==> config.mk <==
export PLATFORM = sky130hd
export DESIGN_NAME = ntt_pass_sequencer
export DESIGN_NICKNAME = d
export VERILOG_FILES = /design/src/rtl/ntt_pass_sequencer.sv
export SDC_FILE = /design/constraint.sdc
export NUM_CORES = 1
export LEC_CHECK = 0
export ABC_CLOCK_PERIOD_IN_PS = 2200
export CAP_MARGIN = 20
export CORE_MARGIN = 5
export CORE_UTILIZATION = 40
export DETAILED_ROUTE_END_ITERATION = 8
export PLACE_DENSITY = 0.64
export SYNTH_ARGS = -nofsm -noshare
export SYNTH_HDL_FRONTEND = slang
export SYNTH_SLANG_ARGS = --single-unit
==> constraint.sdc <==
create_clock -name clk -period 2.2 [get_ports clk]
set_input_delay 0.22 -clock clk [delete_from_list [all_inputs] [get_ports clk]]
set_output_delay 0.22 -clock clk [all_outputs]
set_load 0.005 [all_outputs]
==> src/rtl/ntt_pass_sequencer.sv <==
// Pass-level controller for the NTT butterfly address generator: sequences
// newloop pulses, counts passes, and watches each pass with a cycle watchdog.
module ntt_pass_sequencer #(
    parameter int unsigned LAYERS          = 7,
    parameter int unsigned LOOPS_PER_LAYER = 3,
    parameter int unsigned IO_PASS_CYCLES  = 260,
    parameter int unsigned SETTLE_CYCLES   = 2,
    parameter int unsigned TIMEOUT_CYCLES  = 4095
) (
    input  logic       clk,
    input  logic       rst,
    input  logic       start,
    input  logic [1:0] op,
    input  logic       ctr_sig,
    output logic [1:0] mode,
    output logic       newloop,
    output logic       busy,
    output logic [4:0] pass_cnt,
    output logic       done,
    output logic       error
);

    localparam int unsigned PASS_W      = 5;
    localparam int unsigned RUN_W       = 12;
    localparam int unsigned NTT_PASSES  = 1 + LAYERS * LOOPS_PER_LAYER;
    localparam int unsigned SET_W       = (SETTLE_CYCLES > 2) ? $clog2(SETTLE_CYCLES) : 1;
    localparam int unsigned SETTLE_LAST = (SETTLE_CYCLES > 1) ? SETTLE_CYCLES - 1 : 0;
    localparam int unsigned IO_LAST     = IO_PASS_CYCLES - 1;
    localparam int unsigned TO_LAST     = TIMEOUT_CYCLES - 1;

    typedef enum logic [2:0] {
        IDLE,
        LOAD,
        RUN,
        SETTLE,
        FIN
    } state_t;

    state_t              state, state_nxt;
    logic [1:0]          mode_nxt;
    logic                newloop_nxt;
    logic                busy_nxt;
    logic [PASS_W-1:0]   pass_cnt_nxt;
    logic                done_nxt;
    logic                error_nxt;
    // One RUN-cycle counter serves as both pass timer and watchdog: both
    // clear in LOAD and advance on every RUN cycle.
    logic [RUN_W-1:0]    run_cnt, run_cnt_nxt;
    logic [SET_W-1:0]    settle_cnt, settle_cnt_nxt;
    logic                ctr_sig_d;

    logic                ctr_rise;
    logic                pass_end;
    logic                final_pass;
    logic                timeout;
    logic                settle_last;
    logic [PASS_W-1:0]   pass_target;

    // Pass-end, timeout and settle decode from the current registered state.
    always_comb begin
        ctr_rise    = ctr_sig & ~ctr_sig_d;
        pass_end    = mode[1] ? (run_cnt == RUN_W'(IO_LAST)) : ctr_rise;
        pass_target = mode[1] ? PASS_W'(1) : PASS_W'(NTT_PASSES);
        final_pass  = (pass_cnt + PASS_W'(1)) == pass_target;
        timeout     = run_cnt == RUN_W'(TO_LAST);
        settle_last = (SETTLE_CYCLES <= 1) || (settle_cnt == SET_W'(SETTLE_LAST));
    end

    // Next-state and next-output logic; all outputs are registered below.
    always_comb begin
        state_nxt      = state;
        mode_nxt       = mode;
        newloop_nxt    = 1'b0;
        busy_nxt       = busy;
        pass_cnt_nxt   = pass_cnt;
        done_nxt       = 1'b0;
        error_nxt      = error;
        run_cnt_nxt    = run_cnt;
        settle_cnt_nxt = settle_cnt;

        case (state)
            IDLE: begin
                if (start) begin
                    state_nxt    = LOAD;
                    mode_nxt     = op;
                    busy_nxt     = 1'b1;
                    error_nxt    = 1'b0;
                    pass_cnt_nxt = '0;
                    newloop_nxt  = 1'b1;
                end
            end
            LOAD: begin
                state_nxt   = RUN;
                run_cnt_nxt = '0;
            end
            RUN: begin
                run_cnt_nxt = run_cnt + RUN_W'(1);
                if (pass_end) begin
                    pass_cnt_nxt = pass_cnt + PASS_W'(1);
                    if (final_pass) begin
                        state_nxt = FIN;
                        done_nxt  = 1'b1;
                        busy_nxt  = 1'b0;
                    end else begin
                        state_nxt      = SETTLE;
                        settle_cnt_nxt = '0;
                    end
                end else if (timeout) begin
                    state_nxt = IDLE;
                    error_nxt = 1'b1;
                    busy_nxt  = 1'b0;
                end
            end
            SETTLE: begin
                if (settle_last) begin
                    state_nxt   = LOAD;
                    newloop_nxt = 1'b1;
                end else begin
                    settle_cnt_nxt = settle_cnt + SET_W'(1);
                end
            end
            FIN: begin
                state_nxt = IDLE;
            end
            default: begin
                state_nxt = IDLE;
            end
        endcase
    end

    // State, output and counter registers. ctr_sig_d tracks ctr_sig in every
    // state, so a level still high from the previous pass reads as old.
    always_ff @(posedge clk) begin
        if (rst) begin
            state      <= IDLE;
            mode       <= 2'b00;
            newloop    <= 1'b0;
            busy       <= 1'b0;
            pass_cnt   <= '0;
            done       <= 1'b0;
            error      <= 1'b0;
            run_cnt    <= '0;
            settle_cnt <= '0;
            ctr_sig_d  <= 1'b0;
        end else begin
            state      <= state_nxt;
            mode       <= mode_nxt;
            newloop    <= newloop_nxt;
            busy       <= busy_nxt;
            pass_cnt   <= pass_cnt_nxt;
            done       <= done_nxt;
            error      <= error_nxt;
            run_cnt    <= run_cnt_nxt;
            settle_cnt <= settle_cnt_nxt;
            ctr_sig_d  <= ctr_sig;
        end
    end

endmodule

* After elaboration in Yosys (flattened, before gate mapping) *
Index checks and enable logic that the tools add are counted.

word-level totals
  word-level logic and storage cells = 71
  register bits after elaboration = 28
  bits of input ports = 6
  output and inout bits = 11

cells by class
  add/subtract/negate cells = 3
  bitwise gates (word level) = 4
  reductions and logical operators = 11
  mux-type cells = 29
  eq/ne operators = 14

operator list
  operator               number
  $pmux 12 s2            1
  $mux 3                 5
  $mux 5                 3
  $mux 1                 14
  $add 12x1->12 const B  1
  $eq 12x12->1 const B   1
  $eq 12x9->1 const B    1
  $ne 2x2->1 const B     6
  $pmux 3 s4             1
  $pmux 5 s2             1
  $reduce_and 3->1       3
  $pmux 1 s2             4
  $reduce_and 4->1       2
  $eq 3x2->1 const B     2
  $ne 3x3->1 const B     2
  $reduce_bool 2->1      3
  $add 5x1->5 const B    1
  $eq 5x5->1             1
  $eq 3x1->1 const B     1
  $logic_not 3->1        1
  $not 1->1              3
  $reduce_or 3->1        1
  $reduce_and 2->1       1
  $add 1x1->1 const B    1
  $and 1x1->1            1

* Depth between registers and ports, before layout *
Gate-level depths: netlist of the first run.

  depth after elaboration = 5
  depth in mapped cells = 7
  depth with buffers taken out = 7

* Worst setup path after synthesis of the first run *
No wires, ideal clock.

  path kind = register to register
  from = register run_cnt[0]
  to = register pass_cnt[1]
  buffers on the path = 0
  arrival time = 1.519 ns
  setup time = 0.132 ns
  slack = 0.549 ns
  required time = 2.068 ns
  cell stages (with the launch flop) = 7
  clock period less this slack = 1.651 ns
  cells stage by stage = dfxtp_1 -> ha_1 -> nor4b_1 -> a31oi_2 -> nand2b_1 -> nand3_1 -> a21oi_1

between the ends
  cells in the longest elaborated chain, start to end = 4

RTL lines
  element                            line  text
  from (decl)                        48    logic [RUN_W-1:0] run_cnt, run_cnt_nxt;
  from (signal assigned)             153   run_cnt <= run_cnt_nxt;
  $eq 12x9->1                        62    pass_end = mode[1] ? (run_cnt == RUN_W'(IO_LAST)) : ctr_rise;
  $mux 1                             62
  $ne 2x2->1 (no source line)        n/a
  $reduce_and 3->1 (no source line)  n/a
  to (signal assigned)               150   pass_cnt <= pass_cnt_nxt;
  to (decl)                          18    output logic [4:0] pass_cnt,

Every way passes these cells.
A chain may end at the register's enable or synchronous reset.

* Worst setup path in the final report of the first run *
  from = register run_cnt[0]
  to = register pass_cnt[3]

The elaborated chain is that of the path after synthesis.

==> results.md, run 1 <==
- Vias in the first global route: 1334
- Worst Hold Class: flip-flop to flip-flop
- Pwr Total: 0.00112 W
- DRC: 0
- Non-Filler Instances: 259
- WL/cell: 14.2 um
- Die Width: 71.8 um
- Area of the core: 3690 um^2
- Crit path launch: run_cnt[0]
- Cell Area, Synth: 1530 um^2
- Status: finished clean
- WP data required: 2.35 ns
- DR iter-0 viols: 104
- RSZ-0062 raised after global routing: false
- Delay-heaviest family, CP: simple AND/OR/NAND/NOR gates
- Synth-to-Final Area Change: 18.2%
- RePlAce Congestion: 0.819
- Achievable Freq: 508 MHz
- MaxCap Viol Count: 0
- Final WL: 3.68 mm
- Period utilization: 89.5%
- # clock sinks: 28
- CTS tree: yes
- Layout fillers: 385
- #FFs+latches synth: 28
- Fin nets: 221
- Number of CTS-inserted buffers: 3
- Die height: 71.8 um
- Initial core utilization: 41.4%
- GRT Total Usage: 15.8%
- Leakage dissipation: 0.571 nW
- WP depth: 6
- FF-to-FF path depth: 6
- Slew @ Worst Pin: 0.441 ns
- CP Class: flip-flop to flip-flop
- DP Cell Count: 255
- Hpwl dp: 2.57 mm
- Synth Area per Inst: 7.75 um^2
- Via density: 5.54
- Global-route wire length before repair: 6.71 mm
- Port bufs: 16
- Die ar.: 5160 um^2
- Final ANT Viol Nets: 0
- Storage element area: 561 um^2
- Grt total ovfl: 0
- Syn_nets: 206
- CP max-delay cell: dfxtp_1
- Arr. time, crit path: 2.12 ns
- Setup violations, final: 0
- Worst-path fanout max: 10
- Ranking of synthesized cells by area: dfxtp_1, a21oi_1, nand2_1, nand3_1, o21ai_0
- Biggest area consumer among synthesized cells: dfxtp_1
- Initial antenna violation count: 0
- Setup TNS: 0 ns
- Reg2reg end: pass_cnt[3]
- Synthesized instance count: 197
- Yosys top cell area share: 36.7%
- Setup crit end: pass_cnt[3]
- Final slew viol count: 0
- # diodes: 0
- Slew HR: 70.2%
- Num rows: 22
- Yosys cell types: 44
- Post_cts resized: 0
- Seq/Total Area, Yosys: 36.7%
- Most frequent cells in the layout: dfxtp_1, nand2_1, a21oi_1
- Worst-path cell chain: ha_1, nor4b_1, a31oi_2, nand2b_1, nand3_1, a21oi_1
- Clk buf depth: 2
- Post-cts hold buffer count: 0
- Synthesis Warnings: 0
- Clock Root Buffer: clkbuf_8
- Largest net degree at the start of global routing: 25
- Most common cell after layout, fill and taps aside: dfxtp_1
- Area after DPL: 1730 um^2
- H-tree lvl count: 1
- Worst Setup End Kind: flip-flop
- Pwr/cell area: 621 nW/um^2
- VDD IR max: 0.501 mV
- Crit path largest cell delay: 0.44 ns
- Post-route cell area: 1810 um^2
- Fin Clk Skew: 0.00689 ns
- Final hold violation count: 0
- Share of layout cells above drive strength 1: 5.69%
- Crit path launch type: flip-flop
- Fin crit period: 1.97 ns
- Post-CTS setup buffers: 0
- Multi-input logic area: 882 um^2
- WHS Path Cells: 2
- Clk slew on worst S/H paths: 0.10 ns
- Via count: 1435
- R2r setup slk: 0.23 ns
- WP buf/inv: 0
- R2r startpoint: run_cnt[0]
- Initial DRT Pass Iterations: 4
- Insertion delay to the later sink of the worst-skew pair: 0.28 ns
- I/O pins: 17
-- kinds of logic after synthesis --
| logic type | Yosys count | synth area share [%] |
|---|---|---|
| multiplexers | 4 | 2.78 |
| adder cells (fa/ha/maj) | 3 | 2.46 |
| AND/OR/NAND/NOR | 88 | 30.3 |
| XOR/XNOR | 3 | 1.72 |
| AO/OA/AOI/OAI | 52 | 20.5 |
| buffers and inverters | 19 | 5.57 |
| flip-flops | 28 | 36.7 |
-- power breakdown --
| part | internal [W] | total [W] | switching (W) |
|---|---|---|---|
| Clock | 0.000244 | 0.000415 | 0.000171 |
| Sequential | 0.000524 | 0.000539 | 0.0000154 |
| Combinational | 0.0000691 | 0.000167 | 0.0000982 |
| Total | 0.000837 | 0.00112 | 0.000285 |
-- worst register-to-register path: stages, from the launching register on --
cell and delay [ns]:
dfxtp_1 0.44, ha_1 0.24, nor4b_1 0.32, a31oi_2 0.26, nand2b_1 0.36, nand3_1 0.15, a21oi_1 0.08
-- through the flow --
stage               setup slack, ns  utilization [%]  hold WS [ns]
global route                 0.0142             48.9         0.486
CTS                           0.252             48.9         0.470
finish                        0.230             48.9         0.466
global placement              0.286             47.0         0.445
detailed placement            0.255             47.0         0.451
floorplan                     0.549                -         0.348
-- area by class of cell --
class                      instances  share of cell area (%)
clock buffer                       3                    2.29
clock inverter                     1                    1.66
inverter                           7                    1.46
timing repair buffer              22                    11.4
sequential                        28                    31.0
tap                               48                    3.33
multi-input combinational        150                    48.9
-- synth_stat cells, drive strengths merged --
cell type,count
dfxtp,28
nand3b,1
xnor2,2
xor2,1
or3,2
nor4bb,1
and2,1
buf,8
o211ai,1
or2,1
and4b,1
ha,3
nand4,7
inv,7
a211oi,1
o31ai,3
nor4,1
or3b,1
a41oi,1
o22a,1
or4,1
clkbuf,4
nor2,13
mux2,2
a22o,2
nor3b,2
o311ai,1
nand2b,2
nand2,26
nor3,6
o21ai,10
mux2i,2
a21oi,24
and3,1
nor4b,4
nor2b,5
a31oi,6
o41ai,2
nand3,12
-- registers in the layout (all words and copies together) (netlist names) --
| name | flops |
|---|---|
| run_cnt | 12 |
| settle_cnt | 1 |
| mode | 2 |
| ctr_sig_d | 1 |
| busy | 1 |
| newloop | 1 |
| state | 3 |
| done | 1 |
| error | 1 |
| pass_cnt | 5 |
-- worst min path at each step --
stage | startpoint | to
2_1_floorplan | ctr_sig | ctr_sig_d
3_3_place_gp | mode[0] | mode[0]
3_5_place_dp | mode[0] | mode[0]
4_1_cts | mode[0] | mode[0]
5_1_grt | mode[0] | mode[0]
6_report | mode[0] | mode[0]
-- per-layer routing --
metal  global-route usage [%]  vias to the layer above  part of all wire (%)
met1                     24.3                      660                    52
li1                         -                      744                     -
met3                     3.51                        5                   3.9
met2                     22.4                       26                    44
met5                        0                        -                     0
met4                     2.92                        0                  0.57
Power figures use the tool's default switching activity.
==> run 2, diff against run 1 <==
Settings changed: CAP_MARGIN 20 to 25, CORE_MARGIN 5 to not set, CTS_CLUSTER_SIZE set to 25.
==> run 2 against run 1 <==
Effect of this change:
- setup slack gained 0.0082 ns
- combinational power increased by 4%
- fmax is 0.42% higher
- power rose by 0.22%
- die area is 21% lower
- design area rose by 0.14%
- non-clock buffer count unchanged
- clock power hardly changed
- routed wire length rose by 3.9%
- largest cell class unchanged
- highest routed layer unchanged
==> results.md, run 2 (synthesized netlist as in run 1, its figures left out) <==
- Most used routing layer: met2
- CP max-delay cell: dfxtp_1
- Most frequent cells in the layout: dfxtp_1, nand2_1, a21oi_1
- Achievable Freq: 510 MHz
- CP Class: flip-flop to flip-flop
- Share of layout cells above drive strength 1: 6.16%
- Met1 Use GR: 26.1%
- CTS tree: yes
- Crit path largest cell delay: 0.46 ns
- Port bufs: 16
- Vias in the first global route: 1503
- Leakage dissipation: 0.571 nW
- # diodes: 0
- Fin Clk Skew: 0.00272 ns
- Pwr Total: 0.00112 W
- WHS Path Cells: 2
- Pwr/cell area: 622 nW/um^2
- Grt total ovfl: 0
- DP Cell Count: 255
- Hpwl dp: 2.81 mm
- Worst-path cell chain: ha_1, nor4b_1, a31oi_2, nand2b_2, nand3_1, a21oi_1
- Final slew viol count: 0
- Final WL: 3.82 mm
- Worst Setup End Kind: flip-flop
- FF-to-FF path depth: 6
- Number of CTS-inserted buffers: 3
- DRC: 0
- Biggest registers after layout: run_cnt: 12 flops, pass_cnt: 5 flops, state: 3 flops
- Via density: 5.89
- Global Route met3 Usage: 3.75%
- Via count: 1525
- Number of flip-flops in the largest register: 12
- Slew HR: 69.4%
- Most common cell after layout, fill and taps aside: dfxtp_1
- Period utilization: 89.2%
- Slew @ Worst Pin: 0.453 ns
- Synth-to-Final Area Change: 18.3%
- Worst Hold Class: flip-flop to flip-flop
- Setup TNS: 0 ns
- Worst-path fanout max: 10
- # clock sinks: 28
- R2r setup slk: 0.24 ns
- Fin crit period: 1.96 ns
- Initial antenna violation count: 0
- Hold Path Sink: mode[0]
- Non-Filler Instances: 259
- Clk buf depth: 2
- Met2 Use GR: 35.0%
- R2r startpoint: run_cnt[0]
- Final hold violation count: 0
- Post-cts hold buffer count: 0
- Setup violations, final: 0
- Die ar.: 4070 um^2
- Arr. time, crit path: 2.14 ns
- Min-delay src: mode[0]
- GRT Total Usage: 20.8%
- I/O pins: 17
- Crit path launch type: flip-flop
- Die Width: 63.8 um
- Worst Hold Slack: 0.463 ns
- Initial core utilization: 41.7%
- WL/cell: 14.8 um
- Status: finished clean
- Insertion delay to the later sink of the worst-skew pair: 0.28 ns
- MaxCap Viol Count: 0
- Reg2reg end: pass_cnt[3]
- Global-route wire length before repair: 6.74 mm
- RePlAce Congestion: 0.881
- Final ANT Viol Nets: 0
- WP data required: 2.38 ns
- Area of the core: 3660 um^2
- Num rows: 22
- Die height: 63.8 um
- RSZ-0062 raised after global routing: false
- Fin nets: 221
- H-tree lvl count: 1
- DR iter-0 viols: 118
- Clk slew on worst S/H paths: 0.10 ns
- VDD IR max: 0.250 mV
- Initial DRT Pass Iterations: 4
- Clock Root Buffer: clkbuf_8
- Largest Register: run_cnt
- Largest net degree at the start of global routing: 25
[run 2: timing repair]
action	CTS	global route
endpoints found under the hold margin	0	0
gates resized for setup	0	1
setup endpoints to repair	0	3
setup buffers	0	0
[run 2: worst max-delay path: cells and delay by family (launching register included)]
| family | cells | cell delay (ns) |
|---|---|---|
| AND/OR/NAND/NOR | 3 | 0.80 |
| AO/OA/AOI/OAI | 2 | 0.35 |
| flip-flops | 1 | 0.46 |
| adder cells (fa/ha/maj) | 1 | 0.25 |
[run 2: where the power goes]
group | internal [W] | total (W) | switching (W)
logic | 0.0000710 | 0.000173 | 0.000102
registers | 0.000524 | 0.000538 | 0.0000142
clock network | 0.000244 | 0.000413 | 0.000169
[run 2: layout make-up]
cell class              count  area (um^2)
clock buffers               3         41.3
clock inverters             1         30.0
fillers                   357         1850
inverters                   7         26.3
multi-input cells         150          885
flip-flops and latches     28          561
well taps                  48         60.1
repair buffers             22          205
[run 2: layer usage]
metal	wire length [um]	part of all wire, %	vias to the layer above
met1	1730	45	737
met3	140	3.7	6
met2	1890	49	37
li1	-	-	745
met5	0	0	-
met4	63	1.6	0
[run 2: metrics by stage]
step           worst slack [ns]  utilization [%]  cell area (um^2)
4_1_cts                   0.196             49.3              1810
3_5_place_dp              0.232             47.4              1730
5_1_grt                  0.0500             49.4              1810
6_report                  0.238             49.4              1810
2_1_floorplan             0.549                -              1530
3_3_place_gp              0.381             47.4              1730
[run 2: how the worst max path moves through the flow]
stage	from	endpoint	slack [ns]	depth (start not counted)
3_5_place_dp	run_cnt[0]	pass_cnt[1]	0.23	6
2_1_floorplan	run_cnt[0]	pass_cnt[1]	0.55	6
6_report	run_cnt[0]	pass_cnt[3]	0.24	6
5_1_grt	run_cnt[0]	pass_cnt[0]	0.05	6
3_3_place_gp	run_cnt[0]	pass_cnt[1]	0.38	6
4_1_cts	run_cnt[0]	pass_cnt[1]	0.20	6
==> run 3, diff against run 2 <==
Settings changed: SLEW_MARGIN set to 20.
==> results of run 3 <==
Same layout as run 2: the final DEF is identical, and so are final timing and power.
